`config.mk`:
```
export PLATFORM = sky130hd
export DESIGN_NAME = nbody_pair_scheduler
export DESIGN_NICKNAME = d
export VERILOG_FILES = /design/src/rtl/nbody_pair_scheduler.sv
export SDC_FILE = /design/constraint.sdc
export NUM_CORES = 2
export LEC_CHECK = 0
export CAP_MARGIN = 20
export CORE_MARGIN = 2
export CORE_UTILIZATION = 55
export CTS_BUF_LIST = sky130_fd_sc_hd__clkbuf_8
export CTS_CLUSTER_DIAMETER = 200
export CTS_CLUSTER_SIZE = 25
export DETAILED_ROUTE_END_ITERATION = 16
export PLACE_DENSITY = 0.77
export SYNTH_ARGS = -nofsm -noshare
export SYNTH_HDL_FRONTEND = slang
export SYNTH_SLANG_ARGS = --single-unit
```
`constraint.sdc`:
```
create_clock -name i_clk -period 47.7 [get_ports i_clk]
set_input_delay 7.155 -clock i_clk [delete_from_list [all_inputs] [get_ports i_clk]]
set_output_delay 7.155 -clock i_clk [all_outputs]
set_load 0.01 [all_outputs]
```
`src/rtl/nbody_pair_scheduler.sv`:
```
// Pair sequencer for the pipelined N-body acceleration calculator: issues every
// ordered (i, j) pair, closes the per-body accumulation loop and streams results.
module nbody_pair_scheduler #(
   parameter int N_MAX   = 16,
   parameter int IDX_W   = 4,
   parameter int ACC_LAT = 24,
   parameter int ADD_TAP = 22
) (
   input  logic             i_clk,
   input  logic             i_rst,
   input  logic             i_start,
   input  logic [IDX_W:0]   i_n_bodies,
   output logic             o_busy,
   output logic             o_done,
   output logic [IDX_W-1:0] o_rd_i_addr,
   output logic [IDX_W-1:0] o_rd_j_addr,
   input  logic [31:0]      i_rd_i_x,
   input  logic [31:0]      i_rd_i_y,
   input  logic [31:0]      i_rd_j_x,
   input  logic [31:0]      i_rd_j_y,
   input  logic [31:0]      i_rd_j_m,
   output logic [31:0]      o_b1_x,
   output logic [31:0]      o_b1_y,
   output logic [31:0]      o_b2_x,
   output logic [31:0]      o_b2_y,
   output logic [31:0]      o_m_b2,
   output logic             o_pair_valid,
   output logic [31:0]      o_a_b1_x,
   output logic [31:0]      o_a_b1_y,
   input  logic [31:0]      i_acc_x,
   input  logic [31:0]      i_acc_y,
   output logic             o_acc_valid,
   output logic [IDX_W-1:0] o_acc_idx,
   output logic [31:0]      o_acc_x,
   output logic [31:0]      o_acc_y
);

   localparam int MIN_P = ACC_LAT - ADD_TAP + 1;
   localparam int S_W   = $clog2(N_MAX + MIN_P + 1);
   localparam int D_W   = $clog2(ACC_LAT + 2);

   typedef enum logic [2:0] {S_IDLE, S_CLEAR, S_ISSUE, S_DRAIN, S_OUTPUT} state_t;
   typedef struct packed {
      logic             valid;
      logic [IDX_W-1:0] idx;
   } tag_t;

   state_t           state_q, state_d;
   logic             done_d;
   logic [S_W-1:0]   n_q, p_q, s_cnt, j_cnt;
   logic [D_W-1:0]   d_cnt;
   logic [S_W-1:0]   n_in, p_in;
   logic             last_slot, last_round, out_last;
   logic             issue, s_in_range, slot_real;
   logic             s1_slot, s1_real;
   logic [IDX_W-1:0] s1_idx, iss_idx;
   tag_t             tag_pipe [ACC_LAT];
   tag_t             rd_tag, wb_tag;
   logic [31:0]      part_x [N_MAX];
   logic [31:0]      part_y [N_MAX];

   assign n_in       = S_W'(i_n_bodies);
   assign p_in       = (n_in > S_W'(MIN_P)) ? n_in : S_W'(MIN_P);
   assign last_slot  = (s_cnt == p_q - S_W'(1));
   assign last_round = (j_cnt == n_q - S_W'(1));
   assign out_last   = (s_cnt == n_q - S_W'(1));

   // NOTE: sequential state uses non-blocking assignments so every register samples pre-edge values.
   always_ff @(posedge i_clk or posedge i_rst) begin
      if (i_rst) begin
         state_q <= S_IDLE;
         o_done  <= 1'b0;
      end else begin
         state_q <= state_d;
         o_done  <= done_d;
      end
   end

   // NOTE: defaults come first so no path leaves a variable unassigned and infers a latch.
   always_comb begin
      state_d = state_q;
      done_d  = 1'b0;
      case (state_q)
         S_IDLE:   if (i_start) begin
                      if (i_n_bodies == '0) done_d = 1'b1;
                      else                  state_d = S_CLEAR;
                   end
         S_CLEAR:  state_d = (n_q == S_W'(1)) ? S_OUTPUT : S_ISSUE;
         S_ISSUE:  if (last_slot && last_round) state_d = S_DRAIN;
         // Two extra cycles cover the memory read and the issue register.
         S_DRAIN:  if (d_cnt == D_W'(ACC_LAT + 1)) state_d = S_OUTPUT;
         S_OUTPUT: if (out_last) begin
                      state_d = S_IDLE;
                      done_d  = 1'b1;
                   end
         default:  state_d = S_IDLE;
      endcase
   end

   always_ff @(posedge i_clk or posedge i_rst) begin
      if (i_rst) begin
         n_q   <= '0;
         p_q   <= '0;
         s_cnt <= '0;
         j_cnt <= '0;
         d_cnt <= '0;
      end else begin
         case (state_q)
            S_IDLE: begin
               s_cnt <= '0;
               j_cnt <= '0;
               d_cnt <= '0;
               if (i_start) begin
                  n_q <= n_in;
                  p_q <= p_in;
               end
            end
            S_ISSUE:
               if (last_slot) begin
                  s_cnt <= '0;
                  j_cnt <= j_cnt + S_W'(1);
               end else begin
                  s_cnt <= s_cnt + S_W'(1);
               end
            S_DRAIN:  d_cnt <= d_cnt + D_W'(1);
            S_OUTPUT: s_cnt <= s_cnt + S_W'(1);
            default: begin
               s_cnt <= '0;
               j_cnt <= '0;
               d_cnt <= '0;
            end
         endcase
      end
   end

   assign issue       = (state_q == S_ISSUE);
   assign s_in_range  = (s_cnt < n_q);
   assign slot_real   = issue && s_in_range && (s_cnt != j_cnt);
   assign o_rd_i_addr = (issue && s_in_range) ? s_cnt[IDX_W-1:0] : '0;
   assign o_rd_j_addr = issue ? j_cnt[IDX_W-1:0] : '0;

   // Address cycle -> memory read cycle -> issue cycle.
   always_ff @(posedge i_clk or posedge i_rst) begin
      if (i_rst) begin
         s1_slot      <= 1'b0;
         s1_real      <= 1'b0;
         s1_idx       <= '0;
         o_b1_x       <= '0;
         o_b1_y       <= '0;
         o_b2_x       <= '0;
         o_b2_y       <= '0;
         o_m_b2       <= '0;
         o_pair_valid <= 1'b0;
         iss_idx      <= '0;
      end else begin
         s1_slot      <= issue;
         s1_real      <= slot_real;
         s1_idx       <= o_rd_i_addr;
         o_b1_x       <= s1_slot ? i_rd_i_x : '0;
         o_b1_y       <= s1_slot ? i_rd_i_y : '0;
         o_b2_x       <= s1_slot ? i_rd_j_x : '0;
         o_b2_y       <= s1_slot ? i_rd_j_y : '0;
         o_m_b2       <= s1_slot ? i_rd_j_m : '0;
         o_pair_valid <= s1_real;
         iss_idx      <= s1_idx;
      end
   end

   assign rd_tag = tag_pipe[ADD_TAP-1];
   assign wb_tag = tag_pipe[ACC_LAT-1];

   // NOTE: the partial array is cleared by reset, so it must remain flops rather than a RAM macro.
   always_ff @(posedge i_clk or posedge i_rst) begin
      if (i_rst) begin
         for (int k = 0; k < ACC_LAT; k++) tag_pipe[k] <= '0;
         for (int k = 0; k < N_MAX; k++) begin
            part_x[k] <= '0;
            part_y[k] <= '0;
         end
      end else if (state_q == S_CLEAR) begin
         for (int k = 0; k < ACC_LAT; k++) tag_pipe[k] <= '0;
         for (int k = 0; k < N_MAX; k++) begin
            part_x[k] <= '0;
            part_y[k] <= '0;
         end
      end else begin
         tag_pipe[0] <= '{valid: o_pair_valid, idx: iss_idx};
         for (int k = 1; k < ACC_LAT; k++) tag_pipe[k] <= tag_pipe[k-1];
         if (wb_tag.valid) begin
            part_x[wb_tag.idx] <= i_acc_x;
            part_y[wb_tag.idx] <= i_acc_y;
         end
      end
   end

   assign o_a_b1_x    = rd_tag.valid ? part_x[rd_tag.idx] : '0;
   assign o_a_b1_y    = rd_tag.valid ? part_y[rd_tag.idx] : '0;
   assign o_acc_valid = (state_q == S_OUTPUT);
   assign o_acc_idx   = o_acc_valid ? s_cnt[IDX_W-1:0] : '0;
   assign o_acc_x     = o_acc_valid ? part_x[s_cnt[IDX_W-1:0]] : '0;
   assign o_acc_y     = o_acc_valid ? part_y[s_cnt[IDX_W-1:0]] : '0;
   assign o_busy      = (state_q != S_IDLE) || o_done;

endmodule

```
Word level (Yosys, flattened, before mapping)
Cells that the tools add are included.
- input port bits: 232
- register bits after elaboration: 1344
- logic and storage cells: 192
- $add $sub $neg: 5
- reduce and logical (&&, ||, !) cells: 14
- mux-type cells: 50
- eq/ne operators: 16
- $lt $le $gt $ge: 6
- bitwise gates (word level): 4
- operators by type and width (kind ; count):
    $mux 512 ; 4
    $bwmux 512 ; 2
    $mux 32 ; 18
    $bmux 32 s4 ; 4
    $demux 32 s4 ; 1
    $mux 120 ; 1
    $pmux 5 s2 ; 2
    $mux 3 ; 6
    $add 5x1->5 const B ; 3
    $eq 5x5->1 ; 3
    $ge 5x5->1 const B ; 3
    $mux 5 ; 3
    $not 4->5 ; 3
    $pmux 3 s5 ; 1
    $pmux 5 s3 ; 1
    $mux 4 ; 3
    $sub 5x1->5 const B ; 2
    $ne 2x2->1 const B ; 4
    $eq 3x2->1 const B ; 2
    $eq 5x1->1 const B ; 1
    $eq 5x5->1 const B ; 1
    $gt 5x2->1 const B ; 1
    $logic_not 5->1 ; 1
    $lt 5x1->1 const B ; 1
    16 further kinds ; 24

Longest topological paths before layout
- depth in word-level cells: 8
- gate-level depth with buffers: 11

Worst setup path before layout
OpenSTA, ideal clock, no wires.
- path type: flip-flop to output port
- start point: register s_cnt[1]
- end point: output o_acc_y[15]
- setup slack: 38.423 ns
- arrival time: 2.122 ns
- stages on the path, launching flop included: 7
- path buffers: 3
- path through: dfrtp_1 > buf_2 > buf_1 > buf_2 > mux4_2 > mux4_2 > and2_1
- cells in the longest elaborated chain, start to end: 5
- RTL lines (what ; line ; text):
    from (decl) ; 50 ; logic [S_W-1:0] n_q, p_q, s_cnt, j_cnt;
    from (signal assigned) ; 123 ; s_cnt <= s_cnt + S_W'(1);
    from (signal assigned) ; 126 ; S_OUTPUT: s_cnt <= s_cnt + S_W'(1);
    $not 4->5 (not written as such) ; 201 ; assign o_acc_y = o_acc_valid ? part_y[s_cnt[IDX_W-1:0]] : '0;
    $bmux 32 s4 ; 201 ;
    $mux 32 (not written as such) (2 in series) ; 201 ;
    $mux 32 ; 201 ;
    to (decl) ; 35 ; output logic [31:0] o_acc_y
No other way between the ends. The select of a mux whose other input is x is not followed.

Worst setup path in the final report
- start point: register s_cnt[0]
- end point: output o_acc_y[28]
The elaborated chain is that of the path after synthesis.

==> run metrics <==
ys flop type=dfrtp_1; Pwr Total=1.748 mW; share of layout cells above drive strength 1=13.17%; hold_buf cts=0; Final GP Congestion=0.8431; Lkg Pwr=29.66 nW; Synth top area share=49.74%; first-pass GRT wire length=between 300 and 400 mm; Num CTS Buffers=59; DP Cell Count=7,967; Clk Latency, worst-skew pair=0.91 ns; grt ovf=0; critical path type=flop to output pin; Die Wd=354.6 µm; syn_area_per_cell=about 11 µm²; fin. max-slew vios=0; status=finished clean; Hold WS=0.3658 ns; Cells after Synth=6,358; drt wl/cell=approximately 27 µm; row count=128; placed cell area=between 70,000 and 80,000 µm²; Via Count=53,070; register area=33,670 µm²; sequential area share after synthesis=49.74%; Critical Path Start Type=flop; Resized cells post-CTS=0; Max VDD drop=0.00002503 V; initial core utilization=~55%; initial antenna violation count=30; CTS root buf=clkbuf_8; minimum clock period=between 10 and 15 ns; TNS Setup=0 ns; #FFs+latches synth=1,344; DR DRC count=0; most frequent cells in the layout=nand2_1, dfrtp_1, a21oi_1, mux4_2, clkdlybuf4s50_1; Layout Skew=0.05030 ns; Starting DRT DRC Count=8,037; synth warn=0; RSZ-0062 raised after global routing=no; syn nets=around 6,600; Synth area leaders=dfrtp_1, mux4_2, nand2_1; final wirelength=219.4 mm; CTS tree=done; vias in the first global route=roughly 53,000; Setup crit end kind=output pin; CP max FO=44; largest net degree at the start of global routing=between 200 and 250; die area=125,800 µm²; Power Density=23.52 nW/µm²; Filler Cells Inserted=9,626; Yosys top cell by area=dfrtp_1; Rel. slew slack=18.06%; htree depth=2; setup bufs post-CTS=0; Sink Count=1,344; final-report hold violation count=0; GR Util All Layers=34.93%; Finished Layout Cells=between 8,000 and 9,000; Synth cell types=44; Antenna Violating Nets Remaining=0; required time worst endpoint=40.55 ns; dpl hpwl=121.8 mm; Max Cap Viol=0; crit share post-route=26.70%; drt pass-1 iters=6; worst-margin pin slew=about 1.2 ns; Layout area overhead=9.897%; fraction of registers with async set/reset=100.0%; Worst-path clk slew=0.17 ns; core area=between 100,000 and 150,000 µm²; Post-synth EDFFs=0; die height=354.6 µm; io pins=536; f_max=78.53 MHz; Setup-failing EPs final=0; min-delay worst type=flop to flop; reg-to-reg slack, setup=42.74 ns; final instance area=around 74,000 µm²; I/O Buffers=535; fin nets=6,652; mapped cell area=67,610 µm²; CTS Buffer Depth=3; Multi-input gate area=about 31,000 µm²; Via density=6.588; Worst Path Arrival=5.58 ns; commonest non-fill, non-tap cell in the layout=nand2_1
[worst max-delay path, stage by stage (launching register included)]
cell	delay [ns]
dfrtp_4	1.07
buf_4	0.86
buf_4	0.81
mux4_2	0.62
mux4_2	0.55
and2_1	0.20
clkdlybuf4s50_1	0.48
[cell families (layout without fill, tap and decap cells)]
group,after synthesis,in the layout,share of synthesized area [%]
AND/OR/NAND/NOR,2601,2601,16.18
flip-flops,1344,1344,49.74
AO/OA/AOI/OAI,1075,1075,8.033
buffers and inverters,660,717,4.167
multiplexers,640,640,21.32
XOR/XNOR,26,26,0.3368
adder cells (fa/ha/maj),12,12,0.2221
other,0,15,0
[sequential cells by signal, indices dropped and copies added, names as in the netlist, 32 cells and up]
name,count
tag_pipe,115
part_x,512
o_b2_y,32
o_b1_y,32
o_m_b2,32
part_y,512
o_b1_x,32
o_b2_x,32
[cells in the mapped netlist (3+ instances only)]
library cell	number
nand2_1	2101
dfrtp_1	1344
a21oi_1	1032
mux4_2	640
clkbuf_1	498
and2_1	293
nor2b_1	124
buf_2	65
buf_1	34
nor2_1	33
o21ai_0	25
buf_6	24
buf_4	21
inv_1	17
xnor2_1	15
nand3_1	13
ha_1	12
xor2_1	11
nor3_1	9
nand2b_1	6
nand3b_1	5
a31oi_1	4
and4b_1	3
nor3_2	3
[routing by layer]
metal	track usage, %	part of all wire (%)
met5	0	0.087
met4	18.30	5.9
met3	10.72	14
met2	53.37	46
met1	45.31	34
[per-stage QoR]
step	util (%)	setup WS, ns
after floorplan	-	2.656
after global placement	60.13	34.86
after detailed placement	60.13	34.79
after CTS	60.85	34.88
after global routing	60.96	34.67
final	60.97	34.97
[worst paths after layout]
check	from	cells after the start	end
worst max-delay path	s_cnt[0]$_DFFE_PP0N_	6	o_acc_y[28]
max in group asynchronous	i_rst	8	s1_slot$_DFF_PP0_
worst min-delay path	s1_idx[2]$_DFF_PP0_	0	iss_idx[2]$_DFF_PP0_
worst max register to register	state_q[0]$_DFFE_PP0P_	6	part_y[124]$_DFFE_PP0P_
worst min register to register	s1_idx[2]$_DFF_PP0_	0	iss_idx[2]$_DFF_PP0_
min in group asynchronous	i_rst	2	o_b1_y[18]$_DFF_PP0_
[report_power, final]
group	internal, mW	switching, mW	total (mW)	leakage (nW)
Sequential	1.15	0.00850	1.16	17.7
Combinational	0.0560	0.0616	0.118	11.5
Clock	0.115	0.352	0.467	0.467
Total	1.33	0.422	1.75	29.7
[cell type report]
class | instances | share of cell area (%)
diodes | 15 | 0.05052
clock buffers | 60 | 1.111
clock inverters | 8 | 0.05894
inverters | 18 | 0.1078
multi-input cells | 4354 | 42.29
flip-flops and latches | 1344 | 45.31
well taps | 1625 | 2.736
repair buffers | 631 | 8.339
Power figures use the tool's default switching activity.
